**config.mk**
```make
export PLATFORM = sky130hd
export DESIGN_NAME = sm3_req_arbiter
export DESIGN_NICKNAME = d
export VERILOG_FILES = /design/src/rtl/sm3_arb_pkg.sv /design/src/rtl/rr_arbiter.sv /design/src/rtl/sm3_req_arbiter.sv
export SDC_FILE = /design/constraint.sdc
export NUM_CORES = 2
export LEC_CHECK = 0
export CAP_MARGIN = 10
export CORE_AREA = 10 10 694 696
export DETAILED_ROUTE_END_ITERATION = 10
export DIE_AREA = 0 0 704 706
export DONT_BUFFER_PORTS = 1
export HOLD_SLACK_MARGIN = 0.08
export PLACE_DENSITY = 0.3
export SETUP_SLACK_MARGIN = 0.15
export SKIP_CTS_REPAIR_TIMING = 1
export SYNTH_ARGS = -nofsm -noshare
export SYNTH_HDL_FRONTEND = slang
export SYNTH_SLANG_ARGS = --single-unit
```
**constraint.sdc**
```tcl
create_clock -name i_clk -period 4.7 [get_ports i_clk]
set_input_delay 0.235 -clock i_clk [delete_from_list [all_inputs] [get_ports i_clk]]
set_output_delay 0.235 -clock i_clk [all_outputs]
set_load 0.01 [all_outputs]
```
**src/rtl/sm3_arb_pkg.sv**
```systemverilog
// Shared definitions for the SM3 request arbiter.
//   arb_state_e     : arbiter FSM encoding (IDLE=0, ISSUE=1, WAIT=2, RESP=3)
//   SM3_DATA_W      : SM3 core input/digest width
//   SM3_TIMEOUT_CYC : default watchdog limit, used only with SM3_ARB_TIMEOUT_EN
package sm3_arb_pkg;

  localparam int unsigned SM3_DATA_W      = 256;
  localparam int unsigned SM3_TIMEOUT_CYC = 1024;

  typedef enum logic [1:0] {
    StIdle  = 2'd0,
    StIssue = 2'd1,
    StWait  = 2'd2,
    StResp  = 2'd3
  } arb_state_e;

endpackage

```
**src/rtl/rr_arbiter.sv**
```systemverilog
// Combinational round-robin grant.
//   req     : request vector
//   last    : index of the previous winner; the search starts at last+1
//   gnt     : one-hot grant, zero when req is zero
//   gnt_idx : index of the granted bit, zero when req is zero
module rr_arbiter #(
  parameter int unsigned N     = 4,
  parameter int unsigned IDX_W = 2
) (
  input  logic [N-1:0]     req,
  input  logic [IDX_W-1:0] last,
  output logic [N-1:0]     gnt,
  output logic [IDX_W-1:0] gnt_idx
);

  logic [IDX_W-1:0] cand;
  logic             found;

  always_comb begin
    gnt     = '0;
    gnt_idx = '0;
    cand    = '0;
    found   = 1'b0;
    // i = N wraps back to the last winner itself, so a lone requester always wins.
    for (int unsigned i = 1; i <= N; i++) begin
      cand = IDX_W'((32'(last) + i) % N);
      if (!found && req[cand]) begin
        found     = 1'b1;
        gnt[cand] = 1'b1;
        gnt_idx   = cand;
      end
    end
  end

endmodule

```
**src/rtl/sm3_req_arbiter.sv**
```systemverilog
// Shares one SM3 core between REQ_NUM requesters, one job at a time, round-robin.
// Flow per job: IDLE (accept) -> ISSUE (pulse core) -> WAIT (digest) -> RESP (return).
// Ports:
//   i_clk, i_rst_n           : clock, asynchronous active-low reset
//   i_req_data / i_req_vld   : per-requester payload slices and valids
//   o_req_rdy                : one-hot accept strobe (IDLE only)
//   o_rsp_data / o_rsp_vld   : digest and one-hot response pulse to the granted requester
//   o_sm3_data / o_sm3_vld   : core input (data is zero outside the valid pulse)
//   i_sm3_data / i_sm3_vld   : core digest output
//   o_busy                   : high whenever the FSM is not IDLE
//   o_grant_id               : current or last granted requester
// Optional SM3_ARB_TIMEOUT_EN adds a WAIT watchdog (TIMEOUT_CYC) plus o_rsp_err
// and the sticky o_core_fault; after a timeout no further requests are accepted.
module sm3_req_arbiter
  import sm3_arb_pkg::*;
#(
  parameter int unsigned REQ_NUM     = 4,
  parameter int unsigned DATA_W      = SM3_DATA_W
`ifdef SM3_ARB_TIMEOUT_EN
  ,
  parameter int unsigned TIMEOUT_CYC = SM3_TIMEOUT_CYC
`endif
) (
  input  logic                       i_clk,
  input  logic                       i_rst_n,
  input  logic [REQ_NUM*DATA_W-1:0]  i_req_data,
  input  logic [REQ_NUM-1:0]         i_req_vld,
  output logic [REQ_NUM-1:0]         o_req_rdy,
  output logic [DATA_W-1:0]          o_rsp_data,
  output logic [REQ_NUM-1:0]         o_rsp_vld,
  output logic [DATA_W-1:0]          o_sm3_data,
  output logic                       o_sm3_vld,
  input  logic [DATA_W-1:0]          i_sm3_data,
  input  logic                       i_sm3_vld,
  output logic                       o_busy,
  output logic [$clog2(REQ_NUM)-1:0] o_grant_id
`ifdef SM3_ARB_TIMEOUT_EN
  ,
  output logic [REQ_NUM-1:0]         o_rsp_err,
  output logic                       o_core_fault
`endif
);

  localparam int unsigned IDX_W = $clog2(REQ_NUM);

  arb_state_e         state_q, state_d;
  logic [DATA_W-1:0]  payload_q, digest_q, sel_data;
  logic [IDX_W-1:0]   gid_q, last_q, gnt_idx;
  logic [REQ_NUM-1:0] gnt, req_rdy, gid_onehot;
  logic               fault, timeout;

  rr_arbiter #(
    .N     (REQ_NUM),
    .IDX_W (IDX_W)
  ) u_rr (
    .req     (i_req_vld),
    .last    (last_q),
    .gnt     (gnt),
    .gnt_idx (gnt_idx)
  );

  assign gid_onehot = {{(REQ_NUM-1){1'b0}}, 1'b1} << gid_q;

  always_comb begin
    sel_data = '0;
    for (int k = 0; k < REQ_NUM; k++) begin
      if (gnt[k]) sel_data = i_req_data[k*DATA_W +: DATA_W];
    end
  end

`ifdef SM3_ARB_TIMEOUT_EN
  localparam int unsigned CNT_W = $clog2(TIMEOUT_CYC);
  logic [CNT_W-1:0] cnt_q;
  logic             fault_q;

  // A digest arriving on the last counted cycle still wins over the timeout.
  assign timeout = (state_q == StWait) && !i_sm3_vld &&
                   (cnt_q == CNT_W'(TIMEOUT_CYC - 1));

  always_ff @(posedge i_clk or negedge i_rst_n) begin
    if (!i_rst_n) begin
      cnt_q   <= '0;
      fault_q <= 1'b0;
    end else begin
      cnt_q   <= (state_q == StWait) ? cnt_q + CNT_W'(1) : '0;
      fault_q <= fault_q | timeout;
    end
  end

  assign fault        = fault_q;
  assign o_core_fault = fault_q;
  // Only the timed-out job can reach RESP with the fault set.
  assign o_rsp_err    = (state_q == StResp && fault_q) ? gid_onehot : '0;
`else
  assign fault   = 1'b0;
  assign timeout = 1'b0;
`endif

  always_comb begin
    state_d    = state_q;
    req_rdy    = '0;
    o_sm3_vld  = 1'b0;
    o_sm3_data = '0;
    o_rsp_vld  = '0;
    o_rsp_data = '0;
    unique case (state_q)
      StIdle: begin
        // Reset qualification keeps every output at 0 while i_rst_n is held low.
        if (i_rst_n && !fault) req_rdy = gnt;
        if (|req_rdy) state_d = StIssue;
      end
      StIssue: begin
        o_sm3_vld  = 1'b1;
        o_sm3_data = payload_q;
        state_d    = StWait;
      end
      StWait: begin
        if (i_sm3_vld || timeout) state_d = StResp;
      end
      StResp: begin
        o_rsp_vld  = gid_onehot;
        o_rsp_data = digest_q;
        state_d    = StIdle;
      end
      default: state_d = StIdle;
    endcase
  end

  always_ff @(posedge i_clk or negedge i_rst_n) begin
    if (!i_rst_n) begin
      state_q   <= StIdle;
      payload_q <= '0;
      digest_q  <= '0;
      gid_q     <= '0;
      last_q    <= IDX_W'(REQ_NUM - 1);
    end else begin
      state_q <= state_d;
      if (state_q == StIdle && |req_rdy) begin
        payload_q <= sel_data;
        gid_q     <= gnt_idx;
      end
      if (state_q == StWait) begin
        if (i_sm3_vld)    digest_q <= i_sm3_data;
        else if (timeout) digest_q <= '0;
      end
      if (state_q == StResp) last_q <= gid_q;
    end
  end

  assign o_req_rdy  = req_rdy;
  assign o_busy     = (state_q != StIdle);
  assign o_grant_id = gid_q;

endmodule

```
### Word-level counts from Yosys, hierarchy flattened

Index checks and enable logic that the tools add are counted.

| storage, ports and cells | value |
|---|---|
| register bits after elaboration | 518 |
| latch bits | 0 |
| bits in writable memories | 0 |
| bits in read-only memories | 0 |
| input bits | 1287 |
| output and inout port bits | 524 |
| word-level logic and storage cells | 84 |
| memories | 0 |

| operators by class | value |
|---|---|
| $add $sub $neg | 4 |
| $mul | 0 |
| div/mod/pow operators | 0 |
| order comparisons | 8 |
| equal/unequal tests | 5 |
| shift-type cells | 1 |
| mux-type cells | 41 |
| bitwise operators | 3 |
| reduce and logical (&&, ||, !) cells | 17 |

Operators by type and width:

| cell | number |
|---|---|
| $mux W256 | 6 |
| $mux W4 | 8 |
| $lt A2 B3 Y1 const B | 4 |
| $mux W1 | 12 |
| $mux W2 | 6 |
| $or A4 B4 Y4 | 3 |
| $bmux W1 S2 | 4 |
| $demux W1 S2 | 4 |
| $ge A2 B1 Y1 const B | 4 |
| $logic_and A1 B1 Y1 | 8 |
| $pmux W2 S4 | 1 |
| $reduce_or A4 Y1 | 2 |
| $add A2 B1 Y2 const B | 2 |
| $add A2 B2 Y2 const B | 2 |
| $eq A2 B2 Y1 const B | 2 |
| $ne A2 B2 Y1 const B | 2 |
| $reduce_and A2 Y1 | 2 |
| $shl A1 B2 Y4 const A | 1 |
| $logic_not A1 Y1 | 3 |
| $eq A2 B1 Y1 const B | 1 |
| $logic_not A2 Y1 | 1 |
| $reduce_bool A2 Y1 | 1 |

### Logic depth before layout (Yosys ltp)

| logic depth | value |
|---|---|
| depth in word-level cells | 18 |
| gate-level depth with buffers | 15 |
| gate-level depth less buffers | 9 |

### By module

A second synthesis with hierarchy kept.

| unflattened totals | value |
|---|---|
| cell total of the unflattened synthesis | 2755 |
| area total of the unflattened synthesis | 28971.5 um^2 |

Modules (own cells, without submodules):

| module | instances | cells each | area an instance (um^2) |
|---|---|---|---|
| sm3_req_arbiter | 1 | 2687 | 28426.0 |
| rr_arbiter | 1 | 68 | 545.5 |

### Worst setup path after synthesis

OpenSTA, ideal clock, no wires.

| path | value |
|---|---|
| path kind | flip-flop to flip-flop |
| from | register last_q[1] |
| to | register payload_q[138] |
| arrival time | 3244 ps |
| data required time | 4623 ps |
| setup slack | 1378 ps |
| cell stages (with the launch flop) | 15 |
| path buffers | 5 |
| period minus slack after synthesis | 3322 ps |
| path through | dfstp_2 > clkbuf_1 > inv_1 > ha_1 > mux4_2 > buf_2 > a21o_1 > o22ai_1 > and2_1 > clkbuf_1 > buf_2 > clkbuf_1 > nor2_1 > a211o_1 > a21oi_1 |

| between the ends | value |
|---|---|
| cells in the longest elaborated chain, start to end | 18 |
| elaborated cells between the ends (all ways) | 57 |
| those cells by class | 4 x add/sub; 8 x order compare; 30 x mux; 3 x bitwise; 12 x reduce/logical |

RTL lines:

| what | RTL line | RTL |
|---|---|---|
| from (decl) | sm3_req_arbiter.sv:48 | `logic [IDX_W-1:0] gid_q, last_q, gnt_idx;` |
| from (signal assigned) | sm3_req_arbiter.sv:135 | `last_q <= IDX_W'(REQ_NUM - 1);` |
| from (signal assigned) | sm3_req_arbiter.sv:146 | `if (state_q == StResp) last_q <= gid_q;` |
| parallel branches: the longest is 12 deep, another holds $lt A2 B3 Y1 | n/a |  |
| $mux W4 (*) | rr_arbiter.sv:27 | `if (!found && req[cand]) begin` |
| $mux W4 | sm3_req_arbiter.sv:109 | `if (i_rst_n && !fault) req_rdy = gnt;` |
| $mux W4 (2 in a row) | sm3_req_arbiter.sv:106 | `unique case (state_q)` |
| $reduce_or A4 Y1 | sm3_req_arbiter.sv:138 | `if (state_q == StIdle && \|req_rdy) begin` |
| $logic_and A1 B1 Y1 | sm3_req_arbiter.sv:138 |  |
| to (signal assigned) | sm3_req_arbiter.sv:139 | `payload_q <= sel_data;` |
| to (decl) | sm3_req_arbiter.sv:47 | `logic [DATA_W-1:0] payload_q, digest_q, sel_data;` |

Every way passes the cells marked *. The select of a mux whose other input is x is not followed.
A chain may end at the register's enable or synchronous reset.

### Worst setup path in the final report

| path | value |
|---|---|
| from | register last_q[0] |
| to | register payload_q[65] |

Same word-level chain as after synthesis.

==> impl_results.md <==
* H-tree lvl count at 3
* Vias at 36.4k
* Number of global-route vias before repair at 29.4k
* First-pass GRT wire length at 419000 um
* Post-Syn Area at 30500 um2
* Met2 usage in global routing at 21.3%
* Hold Path End: payload_q[199]$_DFFE_PN0P_
* Count of final hold-check violations at 0
* Initial core utilization at 6.55%
* Max Clk Rate at 222 MHz
* PD cells at between 800 and 900 nW/um2
* Net Count, Synth at between 4k and 5k
* Critical Path RT at 5430 ps
* M1 GR Usage at 13.9%
* Root Buffer: clkbuf_16
* Max_slew headroom at 16.7%
* Asr flop ratio synth at 100%
* Peak VDD IR at 0.829 mV
* Die H at 706 um
* Clk slew on worst S/H paths at 60 ps
* Initial antenna violation count at 283
* Worst-path cell chain: inv_1 -> ha_2 -> mux4_2 -> nor2b_1 -> a221o_1 -> a22o_4 -> buf_4 -> buf_12 -> a211o_1 -> dlygate4sd3_1 -> a21oi_1
* Global route hottest layer: met2
* Yosys warning total at 0
* Final setup fails at 0
* Num CTS Buffers at 90
* Worst R2R Setup Slack at 200 ps
* IO Count at 1811
* Final instance area at 55100 um2
* Fin util at between 10% and 20%
* Status: completed
* Hold depth at 3
* Synth unique cells at 41
* Setup crit end kind: flop
* DR pass1 iterations at 9
* Max stage delay on crit path at 720 ps
* Worst Path Arrival at about 5200 ps
* Max Cap Viol at 0
* Layout cells sized above 1 at 11.0%
* Cell Area, Placed at 37900 um2
* Setup Crit Path Kind: flop to flop
* Fin crit period at 4500 ps
* Nets at 6012
* DP Wirelength at 300000 um
* CTS tree: yes
* Tot Pwr at 44500 uW
* Worst Hold Class: primary input to flop
* CP delay by family, top: compound AO/OA/AOI/OAI gates
* Site Rows at 251
* Avg Inst Size Synth at 8.69 um2
* Number of synthesized flops with an enable pin at 0
* Sum of buffers and inverters on the critical path at 4
* Crit path max fanout at roughly 130
* RD Place Congestion at ~0.95
* Yosys top cell area share at 42.3%
* Reg-to-Reg End: payload_q[65]$_DFFE_PN0P_
* Final Slew Violations at 0
* Skew-Pair Late Insertion Delay at 840 ps
* Top cells by area, synth: dfrtp_1, a21oi_1, and2_1, mux2_2, a211o_1
* Routed length per instance at 32.2 um
* Worst setup SP type: flop
* Grt ovf at 0
* Cell taking the most area after synthesis: dfrtp_1
* WHS at 42.1 ps
* DR iter-0 viols at 4004
* RR Startpoint: last_q[0]$_DFFE_PN1P_
* Highest-delay cell along the critical path: dfstp_4
* All-Layer GR Usage at 13.2%
* Worst clock skew at 103 ps
* Die X at 704 um
* Post-synthesis register bit count at 518
* RSZ-0062 raised after global routing: yes
* P_leak at slightly above 0.02 uW
* Global Route met3 Usage at 9.57%
* Area Growth Syn to Fin at 80.3%
* DRC at 0
* Ys flop type: dfrtp_1
* Sequential area share after synthesis at a little over two fifths
* Largest net degree at the start of global routing at 524
* Port bufs at 0
* Synth Instances at around 3.5k
* CTS Buffer Depth at 4
* Die ar. at 497000 um2
* Clk sink count at ~520
* Period utilization at 95.7%
* Worst Hold Launch: i_req_data[199]
* DRT antenna net count at 0
* Worst Tran Pin Value at approximately 1200 ps
* Worst Reg-to-Reg Cells at 11
* WL final at 357000 um
* Vias per cell at between 3 and 4
* Core area at 467000 um2
worst max-delay path by stage:
stage                     slack, ps  cells past startpoint                    endpoint                  start
final                           200                     11   payload_q[65]$_DFFE_PN0P_  last_q[0]$_DFFE_PN1P_
after global routing             70                      8                o_req_rdy[3]  last_q[0]$_DFFE_PN1P_
after CTS                      -290                      8                o_req_rdy[3]  last_q[0]$_DFFE_PN1P_
after detailed placement        140                     11   payload_q[68]$_DFFE_PN0P_  last_q[0]$_DFFE_PN1P_
after global placement          220                     11   payload_q[68]$_DFFE_PN0P_  last_q[0]$_DFFE_PN1P_
after floorplan                1380                     14  payload_q[138]$_DFFE_PN0P_  last_q[1]$_DFFE_PN1P_
layout by cell type (no fill, tap or decap), types with 2 or more instances in the layout:
master,netlist,layout
dlygate4sd3_1,0,1353
a21oi_1,771,771
nor2_1,518,517
dfrtp_1,516,516
and2_1,517,514
mux2_2,258,258
nand3_1,256,256
a211o_1,256,256
diode_2,0,124
clkbuf_16,0,91
buf_4,5,60
buf_12,0,30
clkbuf_8,0,15
clkinv_2,0,14
clkbuf_1,189,12
nand2_1,13,11
inv_1,10,10
ha_1,12,9
bufinv_16,0,8
clkinv_4,0,7
buf_16,0,7
clkinvlp_4,0,5
mux4_2,4,4
o21ai_0,4,4
inv_6,0,4
nor3b_1,3,2
a21o_1,3,2
and2_4,0,2
o22ai_1,3,2
nor2b_1,2,2
nand2b_1,2,2
nand2_8,0,2
a31oi_1,2,2
ha_4,0,2
cell families (layout without fill, tap and decap cells):
family | after synthesis | count (layout) | synth area share [%]
AOI/OAI and AO/OA | 1050 | 1050 | 20.6
other | 0 | 124 | 0
muxes | 263 | 263 | 9.84
DFF | 518 | 518 | 42.4
and+or+nand+nor | 1318 | 1318 | 21.7
buffers and inverters | 356 | 1619 | 4.98
adders and majority gates | 12 | 12 | 0.492
report_power, final:
group / switching, uW / total, uW / internal [uW] / leakage, uW
registers: 1750 / 8560 / 6810 / 0.00596
logic: 19700 / 28700 / 9050 / 0.0129
clock network: 2930 / 7170 / 4230 / 0.00149
total: 24400 / 44500 / 20100 / 0.0203
worst register-to-register path, cell delays in order, from the launching register on:
cell and delay, ps:
dfstp_4 720, inv_1 160, ha_2 410, mux4_2 420, nor2b_1 200, a221o_1 310, a22o_4 290, buf_4 190
buf_12 180, a211o_1 730, dlygate4sd3_1 630, a21oi_1 170
per-stage QoR:
stage          worst slack [ps]  instances  TNS, ps
2_1_floorplan              1380       3517        0
3_3_place_gp                219       9451        0
3_5_place_dp                140       9451        0
4_1_cts                    -286       9610     -573
5_1_grt                    74.4      11000        0
6_report                    202      11100        0
synthesized netlist by cell type (5+ instances only):
library cell  count
clkbuf_1        189
buf_4             5
nor2_1          518
a21oi_1         771
buf_2           133
mux2_2          258
and2_1          517
buf_1            19
nand2_1          13
dfrtp_1         516
ha_1             12
inv_1            10
a211o_1         256
nand3_1         256
metal layers:
layer	part of all wire [%]	vias to the layer above
met1	37	18000
met5	0.28	-
met3	14	809
li1	-	14800
met4	3.8	152
met2	45	2600
state kept, by name (all words and copies together), names as in the netlist:
register / count
digest_q: 256
payload_q: 256
state_q: 2
o_grant_id: 2
last_q: 2
area by class of cell:
type | count | area (um2)
flip-flops and latches | 518 | 13000
diodes | 124 | 310
fillers | 53700 | 412000
multi-input cells | 2643 | 16200
repair buffers | 1450 | 14800
inverters | 10 | 37.5
well taps | 6198 | 7750
clock inverters | 41 | 510
clock buffers | 118 | 2530
Power figures use the tool's default switching activity.
